**src/rtl/pipe_hazard_ctrl_pkg.sv**
```systemverilog
`default_nettype none
// ============================================================================
//  Module   : pipe_ctrl_pkg
//  Contents : Shared types and encodings for the pipeline hazard controller.
//  Revision : 1.0  initial release
// ============================================================================
package pipe_ctrl_pkg;

    typedef enum logic [1:0] {
        ST_RUN     = 2'd0,
        ST_MEMWAIT = 2'd1,
        ST_ERR     = 2'd2
    } state_t;

    localparam logic [1:0] FWD_RF    = 2'b00;
    localparam logic [1:0] FWD_EXMEM = 2'b01;
    localparam logic [1:0] FWD_MEMWB = 2'b10;

    localparam int DM_TIMEOUT_DEF = 16;

    // $0 is hard-wired, so it can never be the subject of a dependency.
    function automatic logic src_match(input logic       use_rs,
                                       input logic [4:0] rs,
                                       input logic       use_rt,
                                       input logic [4:0] rt,
                                       input logic [4:0] r);
        return (r != 5'd0) && ((use_rs && (rs == r)) || (use_rt && (rt == r)));
    endfunction

endpackage
`default_nettype wire

```
**src/rtl/pipe_hazard_ctrl_fwd_unit.sv**
```systemverilog
`default_nettype none
// ============================================================================
//  Module   : fwd_unit
//  Contents : ALU operand forwarding select; EX/MEM result beats MEM/WB data.
//  Revision : 1.0  initial release
// ============================================================================
module fwd_unit
    import pipe_ctrl_pkg::*;
(
    input  logic [4:0] i_ex_rs,
    input  logic [4:0] i_ex_rt,
    input  logic [4:0] i_mem_rd,
    input  logic       i_mem_rf_wr,
    input  logic [4:0] i_wb_rd,
    input  logic       i_wb_rf_wr,
    output logic [1:0] o_fwd_a,
    output logic [1:0] o_fwd_b
);

    function automatic logic [1:0] fwd_sel(input logic [4:0] src,
                                           input logic [4:0] mem_rd,
                                           input logic       mem_wr,
                                           input logic [4:0] wb_rd,
                                           input logic       wb_wr);
        if (mem_wr && (mem_rd != 5'd0) && (mem_rd == src)) begin
            return FWD_EXMEM;
        end else if (wb_wr && (wb_rd != 5'd0) && (wb_rd == src)) begin
            return FWD_MEMWB;
        end
        return FWD_RF;
    endfunction

    assign o_fwd_a = fwd_sel(i_ex_rs, i_mem_rd, i_mem_rf_wr, i_wb_rd, i_wb_rf_wr);
    assign o_fwd_b = fwd_sel(i_ex_rt, i_mem_rd, i_mem_rf_wr, i_wb_rd, i_wb_rf_wr);

endmodule
`default_nettype wire

```
**src/rtl/pipe_hazard_ctrl.sv**
```systemverilog
`default_nettype none
// ============================================================================
//  Module   : pipe_hazard_ctrl
//  Contents : 5-stage pipeline sequencer: stage enables/flushes, RAW hazard
//             stalls, branch squash and data-memory handshake with timeout.
//             Define PIPE_FWD_EN to enable operand forwarding (load-use only
//             stalls); otherwise every RAW dependency on EX/MEM stalls.
//  Revision : 1.0  initial release
// ============================================================================
module pipe_hazard_ctrl
    import pipe_ctrl_pkg::*;
#(
    parameter int DM_TIMEOUT = DM_TIMEOUT_DEF,
    parameter int CNT_W      = 32
) (
    input  logic             clk,
    input  logic             rst,
    input  logic [4:0]       IdRs,
    input  logic [4:0]       IdRt,
    input  logic             IdUseRs,
    input  logic             IdUseRt,
    input  logic [4:0]       ExRs,
    input  logic [4:0]       ExRt,
    input  logic [4:0]       ExRd,
    input  logic             ExRFWr,
    input  logic             ExMemR,
    input  logic [4:0]       MemRd,
    input  logic             MemRFWr,
    input  logic             MemMemR,
    input  logic             MemMemW,
    input  logic [4:0]       WbRd,
    input  logic             WbRFWr,
    input  logic             BrTaken,
    input  logic             DmAck,
    output logic             DmReq,
    output logic             PcWr,
    output logic             IfIdWr,
    output logic             IdExWr,
    output logic             ExMemWr,
    output logic             MemWbWr,
    output logic             IfIdFlush,
    output logic             IdExFlush,
    output logic [1:0]       FwdA,
    output logic [1:0]       FwdB,
    output logic             Halt,
    output logic [CNT_W-1:0] StallCnt
);

    localparam int c_WCNT_W = $clog2(DM_TIMEOUT) + 1;

    // {PcWr, IfIdWr, IdExWr, ExMemWr, MemWbWr, IfIdFlush, IdExFlush}
    localparam logic [6:0] c_CTL_RUN    = 7'b11111_00;
    localparam logic [6:0] c_CTL_BRANCH = 7'b11111_11;
    localparam logic [6:0] c_CTL_HAZARD = 7'b00111_01;

    state_t                r_state_q, w_state_d;
    logic [c_WCNT_W-1:0]   r_wcnt_q,  w_wcnt_d;
    logic [CNT_W-1:0]      r_stall_q, w_stall_d;

    logic                  w_mem_acc;
    logic                  w_ack;
    logic                  w_hazard;
    logic                  w_dmreq;
    logic [6:0]            w_run_ctl;
    logic [6:0]            w_ctl;
    logic [1:0]            w_fwd_a;
    logic [1:0]            w_fwd_b;

    assign w_mem_acc = MemMemR | MemMemW;
    assign w_ack     = DmAck & w_mem_acc;

`ifdef PIPE_FWD_EN
    fwd_unit u_fwd (
        .i_ex_rs     (ExRs),
        .i_ex_rt     (ExRt),
        .i_mem_rd    (MemRd),
        .i_mem_rf_wr (MemRFWr),
        .i_wb_rd     (WbRd),
        .i_wb_rf_wr  (WbRFWr),
        .o_fwd_a     (w_fwd_a),
        .o_fwd_b     (w_fwd_b)
    );

    assign w_hazard = ExMemR & ExRFWr & src_match(IdUseRs, IdRs, IdUseRt, IdRt, ExRd);
`else
    logic w_unused_nofwd;

    assign w_fwd_a = FWD_RF;
    assign w_fwd_b = FWD_RF;
    // WB writes through the register file, so only EX and MEM producers stall.
    assign w_hazard = (ExRFWr  & src_match(IdUseRs, IdRs, IdUseRt, IdRt, ExRd)) |
                      (MemRFWr & src_match(IdUseRs, IdRs, IdUseRt, IdRt, MemRd));
    assign w_unused_nofwd = ^{ExRs, ExRt, WbRd, WbRFWr, ExMemR};
`endif

    always_comb begin
        w_run_ctl = c_CTL_RUN;
        if (BrTaken) begin
            w_run_ctl = c_CTL_BRANCH;
        end else if (w_hazard) begin
            w_run_ctl = c_CTL_HAZARD;
        end

        w_ctl     = '0;
        w_dmreq   = 1'b0;
        w_state_d = r_state_q;
        w_wcnt_d  = r_wcnt_q;

        case (r_state_q)
            ST_RUN: begin
                w_dmreq = w_mem_acc;
                if (w_mem_acc && !DmAck) begin
                    w_state_d = ST_MEMWAIT;
                    w_wcnt_d  = c_WCNT_W'(1);
                end else begin
                    w_ctl = w_run_ctl;
                end
            end
            ST_MEMWAIT: begin
                w_dmreq = w_mem_acc;
                if (w_ack) begin
                    w_ctl     = w_run_ctl;
                    w_state_d = ST_RUN;
                    w_wcnt_d  = '0;
                end else if (r_wcnt_q == c_WCNT_W'(DM_TIMEOUT - 1)) begin
                    w_state_d = ST_ERR;
                end else begin
                    w_wcnt_d = r_wcnt_q + c_WCNT_W'(1);
                end
            end
            default: begin
                w_state_d = ST_ERR;
            end
        endcase

        w_stall_d = r_stall_q;
        if (!w_ctl[6] && (r_stall_q != {CNT_W{1'b1}})) begin
            w_stall_d = r_stall_q + CNT_W'(1);
        end
    end

    always_ff @(posedge clk or posedge rst) begin
        if (rst) begin
            r_state_q <= ST_RUN;
            r_wcnt_q  <= '0;
            r_stall_q <= '0;
        end else begin
            r_state_q <= w_state_d;
            r_wcnt_q  <= w_wcnt_d;
            r_stall_q <= w_stall_d;
        end
    end

    // Outputs are forced quiet for the whole reset window, not just at the edge.
    assign {PcWr, IfIdWr, IdExWr, ExMemWr, MemWbWr, IfIdFlush, IdExFlush} = rst ? 7'b0 : w_ctl;
    assign DmReq    = ~rst & w_dmreq;
    assign FwdA     = rst ? FWD_RF : w_fwd_a;
    assign FwdB     = rst ? FWD_RF : w_fwd_b;
    assign Halt     = ~rst & (r_state_q == ST_ERR);
    assign StallCnt = r_stall_q;

endmodule
`default_nettype wire

```
**config.mk**
```make
export PLATFORM = sky130hd
export DESIGN_NAME = pipe_hazard_ctrl
export DESIGN_NICKNAME = d
export VERILOG_FILES = /design/src/rtl/pipe_hazard_ctrl_pkg.sv /design/src/rtl/pipe_hazard_ctrl_fwd_unit.sv /design/src/rtl/pipe_hazard_ctrl.sv
export SDC_FILE = /design/constraint.sdc
export NUM_CORES = 1
export LEC_CHECK = 0
export BUFFER_PORTS_ARGS = -buffer_cell sky130_fd_sc_hd__buf_4
export CORE_ASPECT_RATIO = 0.5
export CORE_MARGIN = 5
export CORE_UTILIZATION = 50
export CTS_CLUSTER_SIZE = 20
export DETAILED_ROUTE_END_ITERATION = 10
export HOLD_SLACK_MARGIN = 0.12
export MAX_ROUTING_LAYER = met4
export PLACE_DENSITY = 0.82
export SYNTH_ARGS = -nofsm -noshare
export SYNTH_HDL_FRONTEND = slang
export SYNTH_HIERARCHICAL = 1
export SYNTH_SLANG_ARGS = --single-unit
```
**constraint.sdc**
```tcl
create_clock -name clk -period 4.85 [get_ports clk]
set_input_delay 0 -clock clk [delete_from_list [all_inputs] [get_ports clk]]
set_output_delay 0 -clock clk [all_outputs]
set_load 0.005 [all_outputs]
```
# Yosys cells after proc, flatten, opt, wreduce, memory -nomap -nowiden
# Index checks and enable logic that the tools add are counted.
[op_classes] add_sub_neg=2 n_mul=0 div=0 magnitude_cmp=0 n_eq_ne=11 n_shift=0 muxes=15 bitwise_logic=8 n_reduce_logical=19
[ops] cell="2-to-1 mux 7 bit" n=5
[ops] cell="adder 32 x 1 -> 32 bit, second input constant" n=1
[ops] cell="inequality test 32 bit, second input constant" n=1
[ops] cell="== test 5 bit" n=4
[ops] cell="2-to-1 mux 5 bit" n=3
[ops] cell="one-hot mux 7 bit (2 select lines)" n=1
[ops] cell="one-hot mux 5 bit (2 select lines)" n=1
[ops] cell="nonzero test 5 bit" n=2
[ops] cell="logical AND 1 bit" n=8
[ops] cell="2-to-1 mux 2 bit" n=3
[ops] cell="inequality test 3 bit, second input constant" n=2
[ops] cell="adder 5 x 1 -> 5 bit, second input constant" n=1
[ops] cell="AND 1 bit" n=5
[ops] cell="== test 5 x 4 -> 1 bit, second input constant" n=1
[ops] cell="one-hot mux 2 bit (2 select lines)" n=1
[ops] cell="AND reduction 3 bit" n=1
[ops] cell="== test 2 x 1 -> 1 bit, second input constant" n=1
[ops] cell="== test 2 bit, second input constant" n=1
[ops] cell="logical NOT 1 bit" n=2
[ops] cell="logical NOT 2 bit" n=1
[ops] cell="logical OR 1 bit" n=2
[ops] cell="inequality test 2 bit, second input constant" n=1
[ops] cell="bitwise OR 1 bit" n=2
[ops] cell="AND reduction 2 bit" n=1
[ops] cell="4 further kinds" n=4
[totals] reg_bits=39 latch_bits=0 mem_bits_rw=0 rom_bits=0 inputBits=47 output_inout_bits=45 word_cells=58 memories=0

# Depth between registers and ports, before layout
# Gate-level depths: netlist (run 1).
[depth] word_depth=12 mapped_depth=8 ltp_nobuf=8

# Worst setup path after synthesis (run 1)
# Ideal clock, no wire load.
[synth_timing] path_type="flip-flop to flip-flop" from="register r_stall_q[12] (netlist: StallCnt[12])" to="register r_stall_q[17] (netlist: StallCnt[17])" setup_ns=0.080 t_arrival_ns=1.797 required_ns=4.770 setup_slack_ns=2.973 stages_incl_launch_ff=9 n_path_buf=1 period_less_slack_ns=1.877 path_cell_list="dfrtp_1 nand3_1 nor3_1 nand2_1 nor3_1 a21oi_4 buf_4 nand3_1 xnor2_1"
[synth_via] elab_chain_len=2 elab_cells_between_ends=3 classes_between="add/sub (1); eq/ne (1); reduce/logical (1)"
[synth_rtl] item="from (decl)" line_no="pipe_hazard_ctrl.sv:58" rtl="logic [CNT_W-1:0] r_stall_q, w_stall_d;"
[synth_rtl] item="from (signal assigned)" line_no="pipe_hazard_ctrl.sv:150" rtl="r_stall_q <= w_stall_d;"
[synth_rtl] item="branches (longest 2 deep; another with adder 32 x 1 -> 32 bit)"
# Parallel ways; which one is timed is not known.
# A chain may end at the register's enable or synchronous reset.

# Worst setup path after layout (run 1)
[layout_timing] from="input port DmAck" to="register r_stall_q[1] (netlist: StallCnt[1])"
[layout_via] elab_chain_len=6 elab_cells_between_ends=8 classes_between="mux (3); bitwise (1); reduce/logical (4)"
[layout_rtl] item="from (decl)" line_no="pipe_hazard_ctrl.sv:34" rtl="input logic DmAck,"
[layout_rtl] item="logical NOT 1 bit" line_no="pipe_hazard_ctrl.sv:112" rtl="if (w_mem_acc && !DmAck) begin"
[layout_rtl] item="logical AND 1 bit" line_no="pipe_hazard_ctrl.sv:112"
[layout_rtl] item="2-to-1 mux 7 bit" line_no="pipe_hazard_ctrl.sv:112"
[layout_rtl] item="one-hot mux 7 bit (2 select lines) (*)" line_no="pipe_hazard_ctrl.sv:109" rtl="case (r_state_q)"
[layout_rtl] item="logical NOT 1 bit (*)" line_no="pipe_hazard_ctrl.sv:137" rtl="if (!w_ctl[6] && (r_stall_q != {CNT_W{1'b1}})) begin"
[layout_rtl] item="logical AND 1 bit (*)" line_no="pipe_hazard_ctrl.sv:137"
# Every way passes the cells marked *; elsewhere a longest branch is shown, timed or not.

==> results.md, run 1 <==
* Outcome: finished, final reports clean
* Syn_area_per_cell at 9.68 sq um
* Clock H-tree levels at 2
* Stages on worst setup path at 7
* Remaining DRCs at 0
* Post-synth EDFFs at 0
* Worst R2R Path Depth at 6
* Starting Density at between 50 and 60%
* Largest net degree at the start of global routing at 40
* Ys flop type: dfrtp_1
* Vias in the first global route at 1966
* Setup_tns at 0 ps
* RePlAce Congestion at 0.876
* Final Setup Violations at 0
* Clock buffer depth at 2
* Post-Route WL at 5620 microns
* Max_slew headroom at 46.1%
* Post-synthesis sequential area ratio at 42.7%
* F_max at roughly 420 MHz
* Core area at 4400 sq um
* Most numerous cell in the Yosys netlist: dfrtp_1
* Crit start category: input port
* Post-synth top cells: dfrtp_1, xnor2_1, nand3_1, xor2_1, nand2_1
* RSZ-0062 raised after global routing: false
* Crit Reg-Reg Startpoint: StallCnt[12]
* Fillers at 353
* Clk root buf: clkbuf_8
* Die area at roughly 6000 sq um
* CP top delay family: compound AO/OA/AOI/OAI gates
* Fin. Hold Viols at 0
* DRT iter0 DRCs at slightly above 80
* Cell row count at 17
* Static Leakage at 1.35 nW
* Vias per cell at 5.46
* Pwr dens at 283 nW/um^2
* Cell Chain, Critical Path: dlygate4sd3_1 > buf_4 > o21ai_0 > a21boi_0 > nor2_1 > a21oi_4 > mux2_2
* Layout area overhead at 27.5%
* Initial antenna violation count at 0
* Tcrit/Tclk final at around half
* Main area contributors after synthesis: dfrtp_1, xnor2_1, xor2_1
* Peak per-stage delay on the critical path at 690 ps
* Clock Skew at 8.70 ps
* Yosys top cell area share at 42.7%
* Worst-Margin Slew at a little over 800 ps
* Crit Path Class: input port to flop
* Routed vias at 1989
* Seq cells post-synth at 39
* Global-route wire length before repair at 9330 microns
* WHS Endpoint: r_wcnt_q[0]
* IO Pins at 92
* Hold Path Stages at 7
* Worst EP arrival at ~2600 ps
* Gate count of the mapped netlist at ~240
* Core Util, Final at between 60% and 70%
* DRT antenna net count at 0
* FF+latch area at 976 sq um
* Multi-input logic area at between 1000 and 1500 sq um
* Worst EP required at 5030 ps
* Critical Path End Type: flop
* Asr flop ratio synth at 100%
* Clock sinks at 39
* Max IR drop VDD at 144 uV
* Detailed placement HPWL at 4210 microns
* Post-layout net count at roughly 360
* TritonRoute pass-1 iters at 4
* Clk Latency, worst-skew pair at 290 ps
* Avg WL per Cell at roughly 15 microns
* Synth cell types at 35
* Max FO, Critical Path at 31
* Grt total ovfl at 0
* Worst hold path type: input port to flop
* R2r setup slk at between 2000 and 2500 ps
* Post-CTS Resized at 0
* Max cap viols at 0
* IO buf count at 70
* Chip height at about 58 microns
* CTS tree: done
* Min Tclk post-route at 2380 ps
* Cts bufs inserted at 5
* Hold path startpoint: MemMemR
* Buf/Inv on CP at 2
* Synth Warn # at 6
* Share of cells above drive strength 1 at around a quarter
* Fin. max-slew vios at 0
* Worst reg2reg endpoint: StallCnt[1]
* Clock transition at path regs at 80 ps
* Slowest cell on the critical path: a21oi_4
* Die Width at 106 microns
* Cell type with the largest total area after synthesis: dfrtp_1
* Antenna fix cells at 0
* Synthesized cell area at ~2300 sq um
* All-Layer GR Usage at between 10% and 20%
## kinds of logic after synthesis
family                   Yosys count  synth area share, %
AO/OA/AOI/OAI                     25                 7.45
AND/OR/NAND/NOR                   94                 22.4
flip-flops                        39                 42.7
other                              1                0.164
XOR/XNOR                          51                 19.6
multiplexers                       1                0.493
buffers and inverters             22                 5.59
adder cells (fa/ha/maj)            3                 1.64
## per-stage QoR
step | total power, mW | worst slack, ps | instance area [sq um] | cells | hold WS (ps)
2_1_floorplan | 0.513 | 2970 | 2290 | 239 | 34.2
3_3_place_gp | 0.599 | 2530 | 2810 | 354 | 187
3_5_place_dp | 0.613 | 2440 | 2810 | 354 | 204
4_1_cts | 0.832 | 2510 | 2910 | 364 | 250
5_1_grt | 0.872 | 2220 | 2910 | 364 | 312
6_report | 0.823 | 2470 | 2910 | 364 | 262
## where the power goes
group	switching (mW)	total [mW]	leakage (nW)	internal, mW
Sequential	0.0407	0.400	0.527	0.359
Combinational	0.0994	0.209	0.785	0.109
Clock	0.114	0.215	0.0412	0.101
## worst max-delay path by stage
stage	from	to	slack, ps
finish	DmAck	StallCnt[1]	2470
floorplan	StallCnt[12]	StallCnt[17]	2970
CTS	DmAck	StallCnt[1]	2510
detailed placement	ExRd[3]	StallCnt[1]	2440
global route	DmAck	StallCnt[25]	2220
global placement	ExRd[3]	StallCnt[1]	2530
## layout make-up
cell class	count	area share, %
multi-input cells	178	40.9
flip-flops and latches	39	33.5
repair buffers	73	19.0
clock buffers	6	2.49
well taps	57	2.45
inverters	9	1.16
clock inverters	2	0.430
## worst reg2reg max path, stage by stage, from the launching register on
cell	delay, ps
dfrtp_1	460
nand3_1	130
nor3_1	480
nand2_1	260
nor3_1	380
a21oi_4	210
mux2_2	350
## routing by layer
metal,vias up,track usage (%),routed length (microns)
met5,-,-,0
met3,11,4.78,384
met4,0,9.23,131
li1,951,-,-
met2,67,32.2,2660
met1,960,23.0,2450
## placed cells by master (no fill, tap or decap), types with 2 or more instances in the layout
cell           netlist  layout
a21boi_0             2       2
a21oi_1              3       3
a31oi_1              2       2
a32oi_1              2       2
and2_1               5       5
and3_1              10      10
and4_1               3       3
buf_4                8      71
clkbuf_8             0       5
conb_1               1       4
dfrtp_1             39      39
dlygate4sd3_1        0       2
ha_1                 3       3
inv_1                9       9
nand2_1             15      15
nand2b_1             2       2
nand3_1             19      19
nand4_1             12      12
nor2_1              11      11
nor3_1               8       8
nor4_1               4       4
o21ai_0              7       7
o22ai_1              3       3
o31ai_1              2       2
or4_1                2       2
xnor2_1             33      33
xor2_1              18      18
## flip-flops by register name, indices dropped and copies added (netlist names)
name	cells
StallCnt	32
r_state_q	2
r_wcnt_q	5
## repair_timing
action | in CTS | in global routing
setup buffers | 0 | 0
setup endpoints to repair | 0 | 0
endpoints found under the hold margin | 40 | 0
hold buffers | 2 | 0
(Power assumes the default switching activity.)
==> inputs of run 2 (changes only) <==
--- a/config.mk
+++ b/config.mk
@@ -8,12 +8,12 @@
 export BUFFER_PORTS_ARGS = -buffer_cell sky130_fd_sc_hd__buf_4
 export CORE_ASPECT_RATIO = 0.5
 export CORE_MARGIN = 5
-export CORE_UTILIZATION = 50
+export CORE_UTILIZATION = 44
 export CTS_CLUSTER_SIZE = 20
 export DETAILED_ROUTE_END_ITERATION = 10
 export HOLD_SLACK_MARGIN = 0.12
 export MAX_ROUTING_LAYER = met4
-export PLACE_DENSITY = 0.82
+export PLACE_DENSITY = 0.77
 export SYNTH_ARGS = -nofsm -noshare
 export SYNTH_HDL_FRONTEND = slang
 export SYNTH_HIERARCHICAL = 1
==> constraint.sdc (replaced) <==
create_clock -name clk -period 2 [get_ports clk]
set_input_delay 0 -clock clk [delete_from_list [all_inputs] [get_ports clk]]
set_output_delay 0 -clock clk [all_outputs]
set_load 0.005 [all_outputs]
==> run 2 against run 1 <==
  * Sequential share of layout area decreased by 2.3 points
  * Register-to-register slack got worse by 2400 ps
  * First-iteration DRC count increased by 1.2%
  * Largest cell class unchanged
  * Highest routed layer unchanged
==> results.md, run 2 (synthesis gave the netlist of run 1 again) <==
* Crit start category: flop
* Largest net degree at the start of global routing at 40 (unchanged)
* Min Tclk post-route at 1940 ps
* Max FO, Critical Path at 4 (-87%)
* Most frequent cells in the layout: buf_4, dfrtp_1, xnor2_1
* Core area at 4980 sq um (+13%)
* Max reg flops at 32 (unchanged)
* Crit Path Class: flop to flop
* Clk Latency, worst-skew pair at 290 ps (about the same)
* Worst EP required at 2160 ps (-2870 ps)
* Starting Density at 45.9% (-6.0 points)
* Share of cells above drive strength 1 at 31.9% (+5.5 points)
* Fin. max-slew vios at 0 (unchanged)
* Post-Route WL at 5780 microns (+2.8%)
* Max cap viols at 0 (unchanged)
* IO buf count at 70 (unchanged)
* Chip height at 60.9 microns (+5.5%)
* Final Setup Violations at 0 (unchanged)
* Post-layout net count at 378 (+6.2%)
* Avg WL per Cell at 14.5 microns (-6.3%)
* TritonRoute pass-1 iters at 4 (unchanged)
* DRT iter0 DRCs at 83 (+1.2%)
* Vias in the first global route at 1977 (+0.56%)
* Critical Path End Type: flop
* Pwr dens at 695 nW/um^2 (+150%)
* Die Width at 112 microns (+6.0%)
* Layout area overhead at 36.7%
* Global-route wire length before repair at 9270 microns (-0.66%)
* Most common cell after layout, fill and taps aside: buf_4
* Worst hold path type: input port to flop
* Routed vias at 2057 (+3.4%)
* Worst EP arrival at 2100 ps (-460 ps)
* Peak per-stage delay on the critical path at 420 ps (-270 ps)
* Initial antenna violation count at 0 (unchanged)
* IO Pins at 92 (unchanged)
* Cell row count at 18 (+1)
* All-Layer GR Usage at 17.7% (-1.9 points)
* Cell Chain, Critical Path: ha_1 > and3_1 > ha_1 > o22ai_1 > nand2b_1 > buf_4 > o21ai_0 > o21ai_0
* Antenna fix cells at 0 (unchanged)
* Clock transition at path regs at 70 ps (about the same)
* Die area at 6820 sq um (+12%)
* Clock sinks at 39 (unchanged)
* Clock H-tree levels at 2 (unchanged)
* Fillers at 424 (+20%)
* Grt total ovfl at 0 (unchanged)
* WHS at 178 ps (-83.5 ps)
* Slowest cell on the critical path: dfrtp_1
* Core Util, Final at 62.7% (-3.4 points)
* Total Power at 2.17 mW (+160%)
* Fin. Hold Viols at 0 (unchanged)
* Clk root buf: clkbuf_8
* Post-Place Worst Slack at -38.2 ps (-2480 ps)
* DRT antenna net count at 0 (unchanged)
* Setup_tns at 0 ps (unchanged)
* RePlAce Congestion at 0.917 (+4.6%)
* Remaining DRCs at 0 (unchanged)
* Tcrit/Tclk final at 97.2%
* Static Leakage at 1.48 nW (+9.5%)
* Final setup margin at 55.6 ps (-2410 ps)
* Detailed placement HPWL at 4350 microns (+3.5%)
* Clock buffer depth at 2 (unchanged)
* CTS tree: done
* Cts bufs inserted at 5 (unchanged)
* Vias per cell at 5.16 (-5.7%)
* F_max at approximately 510 MHz
* Clock Skew at 5.76 ps (-2.94 ps)
* Outcome: finished, final reports clean
* Max IR drop VDD at 495 uV (+240%)
-- run 2: layout make-up --
cell class                      count  area (sq um)  area share (%)
Inverter                            9          33.8            1.08
Sequential cell                    39           976            31.3
Tap cell                           70          87.6            2.81
Timing Repair Buffer               95           728            23.3
Clock buffer                        8           100            3.21
Multi-Input combinational cell    178          1200            38.3
-- run 2: repair_timing --
action / in CTS / in global routing
hold buffers: 1 / 0
hold endpoints to repair: 39 / 0
endpoints found under the setup margin: 0 / 18
gates resized for setup: 0 / 1
setup buffers: 0 / 2
-- run 2: worst max-delay path: cells and delay by family, from the launching register on --
family,cells,cell delay [ps]
flops,1,420
compound gates,3,470
fa+ha+maj,2,440
simple gates,2,320
buf+inv,1,160
-- run 2: final timing paths --
kind | from | to | slack [ps] | cells after the start
worst min register to register | r_wcnt_q[4] | r_wcnt_q[4] | 480 | 2
min in group asynchronous | rst | StallCnt[30] | 460 | 4
worst max register to register | r_wcnt_q[1] | r_wcnt_q[3] | 60 | 8
worst max-delay path | r_wcnt_q[1] | r_wcnt_q[3] | 60 | 8
worst min-delay path | DmAck | r_wcnt_q[0] | 180 | 6
max in group asynchronous | rst | r_wcnt_q[4] | 1200 | 4
-- run 2: where the power goes --
group	leakage (nW)	switching [mW]	internal (mW)
clock	0.0515	0.268	0.315
combinational	0.903	0.297	0.356
sequential	0.527	0.0630	0.870
total	1.48	0.628	1.54
-- run 2: stage by stage --
stage | cell area (sq um) | instances
floorplan | 2290 | 239
finish | 3120 | 399
CTS | 3100 | 397
detailed placement | 2990 | 388
global placement | 2990 | 388
global route | 3120 | 399
-- run 2: routing by layer --
| metal | share of wire [%] | up-vias | global-route usage (%) |
|---|---|---|---|
| met5 | 0 | - | - |
| met4 | 0.83 | 0 | 5.89 |
| met3 | 6.2 | 8 | 3.78 |
| met2 | 46 | 79 | 29.0 |
| met1 | 47 | 971 | 22.3 |
| li1 | - | 999 | - |
==> inputs of run 3 (changes only) <==
--- a/config.mk
+++ b/config.mk
@@ -6,14 +6,16 @@
 export NUM_CORES = 1
 export LEC_CHECK = 0
 export BUFFER_PORTS_ARGS = -buffer_cell sky130_fd_sc_hd__buf_4
+export CELL_PAD_IN_SITES_DETAIL_PLACEMENT = 0
+export CELL_PAD_IN_SITES_GLOBAL_PLACEMENT = 2
 export CORE_ASPECT_RATIO = 0.5
 export CORE_MARGIN = 5
-export CORE_UTILIZATION = 44
+export CORE_UTILIZATION = 25
 export CTS_CLUSTER_SIZE = 20
 export DETAILED_ROUTE_END_ITERATION = 10
 export HOLD_SLACK_MARGIN = 0.12
 export MAX_ROUTING_LAYER = met4
-export PLACE_DENSITY = 0.77
+export PLACE_DENSITY_LB_ADDON = 0.1
 export SYNTH_ARGS = -nofsm -noshare
 export SYNTH_HDL_FRONTEND = slang
 export SYNTH_HIERARCHICAL = 1
==> run 3 against run 2 <==
  * Clock-buffer cell count is 2 lower
  * Combinational power fell by 0.6%
  * Clock power grew 33%
  * Clock skew rose by 1.0 ps
  * First-iteration DRC count decreased by 16%
  * Global-route usage fell by 5.7 points
  * Die area increased by 65%
  * Utilization fell by 26 points
  * Total power grew 8.8%
  * Non-clock buffer count increased by 6
  * Worst hold slack lost 25 ps
==> results.md, run 3 (synthesis gave the netlist of run 1 again) <==
* Detailed placement HPWL at 5120 microns (+18%)
* Net Sw Frac at 28.6% (-0.39 points)
* Clk root buf: clkbuf_16
* Final Setup Violations at 0 (unchanged)
* RSZ-0062 raised after global routing: true
* IO Pins at 92 (unchanged)
* RePlAce Congestion at 0.839 (-8.4%)
* CTS tree: done
* Starting Density at 26.0% (-20 points)
* Worst EP arrival at 2050 ps (-50 ps)
* Critical Path End Type: flop
* DRT antenna net count at 0 (unchanged)
* Chip height at 77.6 microns (+27%)
* Cts bufs inserted at 5 (unchanged)
* All-Layer GR Usage at 11.9% (-5.7 points)
* Vias in the first global route at 2119 (+7.2%)
* Crit Path Class: flop to flop
* Max FO, Critical Path at 31 (+27)
* Fillers at 927 (+120%)
* F_max at 528 MHz (+2.6%)
* Die Width at 145 microns (+30%)
* Min Tclk post-route at 1890 ps (-49.6 ps)
* Post-layout net count at 384 (+1.6%)
* Crit path to: StallCnt[1]
* Worst reg2reg endpoint: StallCnt[1]
* Cell row count at 24 (+6)
* Crit start category: flop
* Peak per-stage delay on the critical path at 350 ps (-70 ps)
* Vias per cell at 4.53 (-12%)
* Logic pwr share at 27.5% (-2.6 points)
* Max_slew headroom at about 64%
* Most common cell after layout, fill and taps aside: buf_4
* Pint at 1.69 mW (+9.4%)
* Max cap viols at 0 (unchanged)
* IO buf count at 70 (unchanged)
* Worst R2R Path Depth at 7 (-1)
* Clock Skew at 6.77 ps (+1.01 ps)
* Final std cells w/o fill at 452 (+13%)
* Most frequent cells in the layout: buf_4, dfrtp_1, xnor2_1
* Final instance area at 3270 sq um (+4.6%)
* Clock buffer depth at 2 (unchanged)
* Antenna fix cells at 0 (unchanged)
* Avg WL per Cell at 14.5 microns (+0.22%)
* Global-route wire length before repair at 10800 microns (+16%)
* Max reg flops at 32 (unchanged)
* Core Util, Final at 37.1% (-26 points)
* Worst hold path type: input port to flop
* Slowest cell on the critical path: dfrtp_1
* Share of cells above drive strength 1 at 33.4% (+1.5 points)
* TritonRoute pass-1 iters at 4 (unchanged)
* R2r setup slk at 110 ps (+50 ps)
* Post-Route WL at 6560 microns (+14%)
* Clock transition at path regs at 60 ps (about the same)
* DRT iter0 DRCs at 70 (-16%)
* Post-Place Worst Slack at -15.7 ps (+22.5 ps)
* Crit Reg-Reg Startpoint: StallCnt[27]
* Outcome: finished, final reports clean
* Largest net degree at the start of global routing at 32 (-20%)
* Seq pwr share at 39.7% (-3.3 points)
* Clock H-tree levels at 2 (unchanged)
* Static Leakage at 1.53 nW (+3.0%)
* Layout area overhead at 43.1%
* Die area at 11300 sq um (+65%)
* CP top delay family: simple AND/OR/NAND/NOR gates
* Clock sinks at 39 (unchanged)
* Worst-Margin Slew at 539 ps
* Fin. Hold Viols at 0 (unchanged)
* Crit path from: StallCnt[27]
* Placed cell count at 441 (+14%)
* Tcrit/Tclk final at 94.7% (-2.5 points)
* Stages on worst setup path at 7 (-1)
* Clock network power share at 32.7% (+5.8 points)
* FF+latch area at 976 sq um (unchanged)
* Core area at 8800 sq um (+77%)
* DP Area at 3100 sq um (+3.5%)
* Net switching power figure at 674 uW (+7.3%)
* Grt total ovfl at 0 (unchanged)
* Worst EP required at 2160 ps (about the same)
* Cell Chain, Critical Path: and4_1 > and3_1 > nand3_1 > nor3_1 > a21oi_4 > buf_12 > mux2_2
* Pwr dens at 722 nW/um^2 (+4.0%)
* Max IR drop VDD at 305 uV (-38%)
* Routed vias at 2047 (-0.49%)
* Initial antenna violation count at 0 (unchanged)
* Final setup margin at 105 ps (+49.6 ps)
* Fin. max-slew vios at 0 (unchanged)
* Clk Latency, worst-skew pair at 280 ps (about the same)
* Remaining DRCs at 0 (unchanged)
* Multi-input logic area at 1200 sq um (unchanged)
* Buf/Inv on CP at 1 (unchanged)
run 3: cell count changes in the layout (fill, tap and decap cells not counted), sizes merged:
cell      delta
clkinv       +1
clkinvlp     +1
buf          +6
clkbuf       -2
run 3: worst register-to-register path, delay by kind of cell (launching register included):
kind                   cells  cell delay [ps]
and+or+nand+nor            4              910
DFF                        1              350
muxes                      1              270
buffers and inverters      1              180
AOI/OAI and AO/OA          1               60
run 3: worst min path at each step:
stage | end | cells after the start | start
finish | r_wcnt_q[0] | 6 | DmAck
global route | r_wcnt_q[0] | 6 | DmAck
CTS | r_wcnt_q[0] | 6 | DmAck
detailed placement | r_wcnt_q[4] | 2 | rst
global placement | r_wcnt_q[4] | 2 | rst
floorplan | DmReq | 1 | rst
run 3: cell type report:
cell class              instances  area share, %
clock inverters                 2          0.383
well taps                     117           4.48
clock buffers                   6           3.94
inverters                       9           1.03
repair buffers                101           23.7
multi-input cells             178           36.6
flip-flops and latches         39           29.9
run 3: power groups by stage:
stage / clock network (mW) / logic [mW] / registers, mW
3_5_place_dp: 0 / 0.649 / 0.956
6_report: 0.773 / 0.649 / 0.938
2_1_floorplan: 0 / 0.273 / 0.972
4_1_cts: 0.803 / 0.656 / 0.941
3_3_place_gp: 0 / 0.640 / 0.952
5_1_grt: 0.839 / 0.713 / 0.954
run 3: metal layers:
metal / track usage, % / up-vias / routed length (microns)
met5: - / - / 0
met1: 15.9 / 969 / 3230
met2: 18.3 / 59 / 2930
met4: 3.07 / 0 / 87
met3: 2.97 / 8 / 309
li1: - / 1011 / -
run 3: what timing repair did:
action / in CTS / in global routing
setup buffers: 0 / 2
hold endpoints to repair: 12 / 0
endpoints found under the setup margin: 0 / 9
hold buffers: 1 / 0
resized for setup: 0 / 2
run 3: per-stage QoR:
stage	hold slack (ps)	total power, mW	TNS [ps]
4_1_cts	156	2.40	0
6_report	154	2.36	0
5_1_grt	187	2.51	-41.1
3_3_place_gp	99.4	1.59	0
2_1_floorplan	34.2	1.24	0
3_5_place_dp	111	1.60	-15.7
